`config.mk`:
```
export PLATFORM = sky130hd
export DESIGN_NAME = pixel_gen_axis
export DESIGN_NICKNAME = d
export VERILOG_FILES = /design/src/rtl/pixel_gen_axis.sv
export SDC_FILE = /design/constraint.sdc
export NUM_CORES = 1
export LEC_CHECK = 0
export ABC_AREA = 1
export CAP_MARGIN = 0
export CELL_PAD_IN_SITES_DETAIL_PLACEMENT = 1
export CELL_PAD_IN_SITES_GLOBAL_PLACEMENT = 1
export CORE_ASPECT_RATIO = 1.25
export CORE_MARGIN = 1.5
export CORE_UTILIZATION = 40
export CTS_CLUSTER_SIZE = 20
export DETAILED_ROUTE_END_ITERATION = 8
export PLACE_DENSITY_LB_ADDON = 0.15
export SLEW_MARGIN = 25
export SYNTH_ARGS = -nofsm -noshare
export SYNTH_HDL_FRONTEND = slang
export SYNTH_SLANG_ARGS = --single-unit
```
`constraint.sdc`:
```
create_clock -name out_stream_aclk -period 3.4 [get_ports out_stream_aclk]
set_input_delay 1.02 -clock out_stream_aclk [delete_from_list [all_inputs] [get_ports out_stream_aclk]]
set_output_delay 1.02 -clock out_stream_aclk [all_outputs]
set_load 0.05 [all_outputs]
```
`src/rtl/pixel_gen_axis.sv`:
```
// Test-pattern video source: 640x480 RGB888 frames packed 4 pixels per 3 AXI4-Stream
// words, with a small AXI4-Lite register file for pattern select and frame count.
module pixel_gen_axis #(
  parameter int X_SIZE = 480,
  parameter int Y_SIZE = 480,
  parameter int NREGS  = 8
) (
  input  logic        out_stream_aclk,
  input  logic        s_axi_lite_aclk,
  input  logic        axi_resetn,
  input  logic        periph_resetn,
  output logic [31:0] out_stream_tdata,
  output logic [3:0]  out_stream_tkeep,
  output logic        out_stream_tlast,
  input  logic        out_stream_tready,
  output logic        out_stream_tvalid,
  output logic        out_stream_tuser,
  input  logic [7:0]  s_axi_lite_awaddr,
  input  logic        s_axi_lite_awvalid,
  output logic        s_axi_lite_awready,
  input  logic [31:0] s_axi_lite_wdata,
  input  logic        s_axi_lite_wvalid,
  output logic        s_axi_lite_wready,
  output logic [1:0]  s_axi_lite_bresp,
  output logic        s_axi_lite_bvalid,
  input  logic        s_axi_lite_bready,
  input  logic [7:0]  s_axi_lite_araddr,
  input  logic        s_axi_lite_arvalid,
  output logic        s_axi_lite_arready,
  output logic [31:0] s_axi_lite_rdata,
  output logic [1:0]  s_axi_lite_rresp,
  output logic        s_axi_lite_rvalid,
  input  logic        s_axi_lite_rready
);
  localparam int AW = $clog2(NREGS);
  localparam logic [15:0] X_LAST = 16'(X_SIZE - 1);
  localparam logic [15:0] Y_LAST = 16'(Y_SIZE - 1);

  // Handshake rule on every channel: a beat moves on the rising edge where valid and
  // ready are both high; a raised valid and its payload stay put until that edge.

  // Packs pixels base..base+3 of line y into the word for the given phase.
  function automatic logic [31:0] pack_word(input logic [1:0] phase, input logic [15:0] base,
                                            input logic [15:0] y, input logic [7:0] blue);
    logic [23:0] p0, p1, p2, p3;
    logic [31:0] w;
    p0 = {base[7:0],         y[7:0], blue};
    p1 = {base[7:0] + 8'd1,  y[7:0], blue};
    p2 = {base[7:0] + 8'd2,  y[7:0], blue};
    p3 = {base[7:0] + 8'd3,  y[7:0], blue};
    case (phase)
      2'd0:    w = {p1[7:0], p0};
      2'd1:    w = {p2[15:0], p1[23:8]};
      default: w = {p3, p2[23:16]};
    endcase
    return w;
  endfunction

  logic [15:0] x_q, x_d, y_q, y_d, base_q, base_d;
  logic [1:0]  phase_q, phase_d;
  logic [31:0] frame_q, frame_d, tdata_q, tdata_d;
  logic [7:0]  blue_q, blue_d;
  logic        tvalid_q, tvalid_d, tuser_q, tuser_d, tlast_q, tlast_d, load;

  logic [31:0] regs_q [NREGS];
  logic [31:0] regs_d [NREGS];
  logic [31:0] rdata_q, rdata_d;
  logic        awready_q, awready_d, bvalid_q, bvalid_d;
  logic        arready_q, arready_d, rvalid_q, rvalid_d;
  logic [AW-1:0] waddr, raddr;

  assign waddr = s_axi_lite_awaddr[2 +: AW];
  assign raddr = s_axi_lite_araddr[2 +: AW];

  always_comb begin
    x_d      = x_q;
    y_d      = y_q;
    base_d   = base_q;
    phase_d  = phase_q;
    frame_d  = frame_q;
    blue_d   = blue_q;
    tvalid_d = tvalid_q;
    tdata_d  = tdata_q;
    tuser_d  = tuser_q;
    tlast_d  = tlast_q;
    load     = 1'b0;
    if (!tvalid_q) begin
      // First edge out of reset: counters are already zero, only the colour is picked up.
      tvalid_d = 1'b1;
      blue_d   = regs_q[0][7:0];
      load     = 1'b1;
    end else if (out_stream_tready) begin
      load = 1'b1;
      if (x_q == X_LAST) begin
        x_d     = 16'd0;
        phase_d = 2'd0;
        base_d  = 16'd0;
        if (y_q == Y_LAST) begin
          y_d     = 16'd0;
          frame_d = frame_q + 32'd1;
          blue_d  = regs_q[0][7:0];
        end else begin
          y_d = y_q + 16'd1;
        end
      end else begin
        x_d = x_q + 16'd1;
        if (phase_q == 2'd2) begin
          phase_d = 2'd0;
          base_d  = base_q + 16'd4;
        end else begin
          phase_d = phase_q + 2'd1;
        end
      end
    end
    if (load) begin
      tdata_d = pack_word(phase_d, base_d, y_d, blue_d);
      tuser_d = (x_d == 16'd0) && (y_d == 16'd0);
      tlast_d = (x_d == X_LAST);
    end
  end

  always_ff @(posedge out_stream_aclk or negedge periph_resetn) begin
    if (!periph_resetn) begin
      x_q      <= '0;
      y_q      <= '0;
      base_q   <= '0;
      phase_q  <= '0;
      frame_q  <= '0;
      blue_q   <= '0;
      tvalid_q <= 1'b0;
      tdata_q  <= '0;
      tuser_q  <= 1'b0;
      tlast_q  <= 1'b0;
    end else begin
      x_q      <= x_d;
      y_q      <= y_d;
      base_q   <= base_d;
      phase_q  <= phase_d;
      frame_q  <= frame_d;
      blue_q   <= blue_d;
      tvalid_q <= tvalid_d;
      tdata_q  <= tdata_d;
      tuser_q  <= tuser_d;
      tlast_q  <= tlast_d;
    end
  end

  always_comb begin
    regs_d    = regs_q;
    bvalid_d  = bvalid_q;
    rvalid_d  = rvalid_q;
    rdata_d   = rdata_q;
    awready_d = s_axi_lite_awvalid && s_axi_lite_wvalid && !bvalid_q && !awready_q;
    arready_d = s_axi_lite_arvalid && !rvalid_q && !arready_q;
    if (awready_q && s_axi_lite_awvalid && s_axi_lite_wvalid) begin
      if (waddr != AW'(1)) regs_d[waddr] = s_axi_lite_wdata;
      bvalid_d = 1'b1;
    end else if (bvalid_q && s_axi_lite_bready) begin
      bvalid_d = 1'b0;
    end
    if (arready_q && s_axi_lite_arvalid) begin
      rdata_d  = (raddr == AW'(1)) ? frame_q : regs_q[raddr];
      rvalid_d = 1'b1;
    end else if (rvalid_q && s_axi_lite_rready) begin
      rvalid_d = 1'b0;
    end
  end

  always_ff @(posedge out_stream_aclk or negedge axi_resetn) begin
    if (!axi_resetn) begin
      for (int i = 0; i < NREGS; i++) regs_q[i] <= '0;
      awready_q <= 1'b0;
      bvalid_q  <= 1'b0;
      arready_q <= 1'b0;
      rvalid_q  <= 1'b0;
      rdata_q   <= '0;
    end else begin
      regs_q    <= regs_d;
      awready_q <= awready_d;
      bvalid_q  <= bvalid_d;
      arready_q <= arready_d;
      rvalid_q  <= rvalid_d;
      rdata_q   <= rdata_d;
    end
  end

  assign out_stream_tdata   = tdata_q;
  assign out_stream_tkeep   = 4'hF;
  assign out_stream_tlast   = tlast_q;
  assign out_stream_tvalid  = tvalid_q;
  assign out_stream_tuser   = tuser_q;
  assign s_axi_lite_awready = awready_q;
  assign s_axi_lite_wready  = awready_q;
  assign s_axi_lite_bresp   = 2'b00;
  assign s_axi_lite_bvalid  = bvalid_q;
  assign s_axi_lite_arready = arready_q;
  assign s_axi_lite_rdata   = rdata_q;
  assign s_axi_lite_rresp   = 2'b00;
  assign s_axi_lite_rvalid  = rvalid_q;

  // The lite clock shares the stream clock net; low/high address bits are don't-care.
  logic unused_ok;
  assign unused_ok = &{1'b0, s_axi_lite_aclk, s_axi_lite_awaddr[1:0], s_axi_lite_awaddr[7:2+AW],
                       s_axi_lite_araddr[1:0], s_axi_lite_araddr[7:2+AW]};
endmodule

```
==> impl_metrics.ini <==
[clock_network]
insertion_delay_ns = 0.56
postCtsSetupBuffers = 0
cts_tree = yes
cts_hold_buf = 0
cts_max_level = 2
clk_pin_slew_ns = 0.06
cts_resized = 0
clock-sinks = 377
cts_max_path_buffers = 3
cts_made_buffers = 41
clk_root_buffer_cell = clkbuf_16

[cells_and_area]
final_core_util_pct = 48.3
drive_above_1_share_pct = 8.36
finalNetCount = 2423
fillers = 5379
area_delta_synth_final_pct = 19.7
diodes = 0

[timing]
relSlewSlack_pct = 57.3
hold_viol_final = 0
slew_viol_final = 0
skew_ns = 0.0207
post-route-min-period_ns = 2.98
finalCritPeriodShare_pct = 87.6
fin_tns_setup_ns = 0
max_freq_mhz = 336
fin_ws_ns = 0.422
tightest_slew_ns = 0.640
setup_violations = 0
rsz0062_at_grt = false

[placed_design]
hpwl_um = 36600
post-place-ws_ns = -0.0203
finalWeightedCongestion = 0.873
io_buffer_count = 118

[power]
combPwrFrac_pct = 27.6
power.switching_mw = 4.98
ir_drop_uv = 630
p_int_mw = 9.32
seqPwrFrac_pct = 39.9
p_total_mw = 14.3
p_per_area_nw_per_um2 = 658
p_clk_share_pct = 32.5
leakage_nw = 10.1
sw_frac_of_total_pct = 34.8

[critical_path]
cp.arrival_ns = 1.96
critPathMaxStageDelay_ns = 0.87
cp_num_buf_inv = 1
r2r_end = out_stream_tdata[30]
end_kind = primary output
ff2ff_setup_slack_ns = 0.71
path_class = flop to primary output
path_max_fanout = 8
r2r_cells = 13
crit_slowest_cell = clkdlybuf4s50_1
r2r_start = x_q[0]
crit_path_start_kind = flop
cp_top_family = buffers and inverters
path_cells = clkdlybuf4s50_1
required_ns = 2.38

[yosys]
synth_cells = 2247
synth_top_area_share_pct = 52.0
syn_area_per_cell_um2 = 8.08
synth_top_cells_by_count = nand2_1 (608), dfrtp_1 (377), o21ai_0 (224), nor2_1 (199), inv_1 (184)
ys_seq_elements = 377
ys_types = 44
async_flop_share_pct = 100
synth_warnings = 0
yosysSeqAreaShare_pct = 52.0
synth_edf_count = 0
synth_area_leader_cell = dfrtp_1
synth.cell_area_um2 = 18200
synth_top_flop_cell = dfrtp_1
synth.area.top_cells = dfrtp_1 (52%), nand2_1 (13%), o21ai_0 (6.2%)
synth_most_common_cell = nand2_1

[global_routing]
grt_max_degree = 108
grt_usage_pct = 24.5
grt_pass1_vias = 16900
grt_pass1_wl_um = 91600
grt_antenna_before_repair = 0
grt_overflow = 0

[drt]
drt_iter0_drc = 800
dr.pass1.iters = 7
via_per_inst = 5.33
wirelength_um = 56000
drc = 8
wl_per_cell_um = 18.9
vias = 15800
antenna_left = 0

[floorplanning]
core-area_um2 = 45000
start_util_pct = 40.4
placementRows = 87
num_io_pins = 138
fp.dieH_um = 241
die_w_um = 194
dieArea_um2 = 46700

[outcome]
outcome = finished with violations
violations = DRC

[flow_run]
drv_cap = 0

[hold_path]
hold_path_class = primary input to asynchronous set/reset pin
[cells in the final DEF, fill, tap and decap left out, types with 5 or more instances in the layout]
| cell | instances |
|---|---|
| a32oi_1 | 32 |
| nor2_4 | 5 |
| nand4_1 | 32 |
| nor2_1 | 199 |
| o21ai_2 | 7 |
| xnor2_1 | 16 |
| nor2_2 | 8 |
| clkdlybuf4s50_1 | 114 |
| clkbuf_8 | 9 |
| o211ai_1 | 34 |
| buf_4 | 56 |
| inv_1 | 184 |
| nand3_1 | 73 |
| o21ai_1 | 22 |
| ha_1 | 6 |
| a21oi_1 | 160 |
| conb_1 | 9 |
| nand2_2 | 6 |
| o22ai_1 | 6 |
| buf_12 | 18 |
| clkbuf_16 | 42 |
| a211oi_1 | 32 |
| inv_2 | 15 |
| nor3_1 | 18 |
| clkinv_2 | 12 |
| clkbuf_1 | 8 |
| xor2_1 | 22 |
| dfrtp_1 | 377 |
| nand2_1 | 608 |
| o21ai_0 | 224 |
[kinds of logic after synthesis]
kind of cell / synth area share (%)
buffers and inverters: 7.11
and+or+nand+nor: 22.0
DFF: 52.0
AOI/OAI and AO/OA: 16.6
adders and majority gates: 0.413
other: 0.0414
xor gates and xnor gates: 1.83
[worst max-delay path by stage]
stage / start / to / slack [ns] / cells after the start
finish: out_stream_tvalid / out_stream_tvalid / 0.42 / 1
global placement: out_stream_tready / out_stream_tdata[14] / 0.02 / 13
floorplan: out_stream_tready / out_stream_tdata[11] / 0.60 / 14
CTS: out_stream_tvalid / out_stream_tvalid / 0.40 / 1
detailed placement: out_stream_tready / out_stream_tdata[14] / -0.02 / 13
global route: out_stream_tready / out_stream_tdata[30] / 0.31 / 13
[flip-flops by register name, indices dropped and copies added (netlist names), 8 cells and up]
register          flops
regs_q              224
s_axi_lite_rdata     32
base_q                8
frame_q              32
out_stream_tdata     32
y_q                  16
blue_q                8
x_q                  16
[metrics by stage]
| step | hold slack (ns) | area, um^2 | std cells |
|---|---|---|---|
| finish | 0.286 | 21700 | 2969 |
| global placement | 0.438 | 20300 | 2894 |
| floorplan | 0.453 | 18200 | 2254 |
| global route | 0.277 | 21700 | 2969 |
| CTS | 0.262 | 21700 | 2969 |
| detailed placement | 0.447 | 20300 | 2894 |
[layer usage]
metal	track usage (%)	vias up	part of all wire (%)
li1	-	7583	-
met3	2.61	73	2.9
met5	0	-	0
met1	32.1	7931	45
met4	6.30	0	2.1
met2	43.3	249	50
[power groups by stage]
stage / sequential [mW] / combinational (mW) / clock [mW]
after floorplan: 6.64 / 1.53 / 0
after global placement: 5.74 / 3.86 / 0
after detailed placement: 5.77 / 3.95 / 0
after CTS: 5.71 / 3.98 / 4.75
after global routing: 5.80 / 4.29 / 4.93
final: 5.71 / 3.95 / 4.64
[cell type report]
cell class	instances	area [um^2]	area share, %
Tap cell	578	723	3.33
Timing Repair Buffer	190	1940	8.93
Clock inverter	16	191	0.881
Multi-Input combinational cell	1548	7480	34.4
Clock buffer	59	1200	5.54
Inverter	201	756	3.48
Sequential cell	377	9430	43.4
Power figures use the tool's default switching activity.
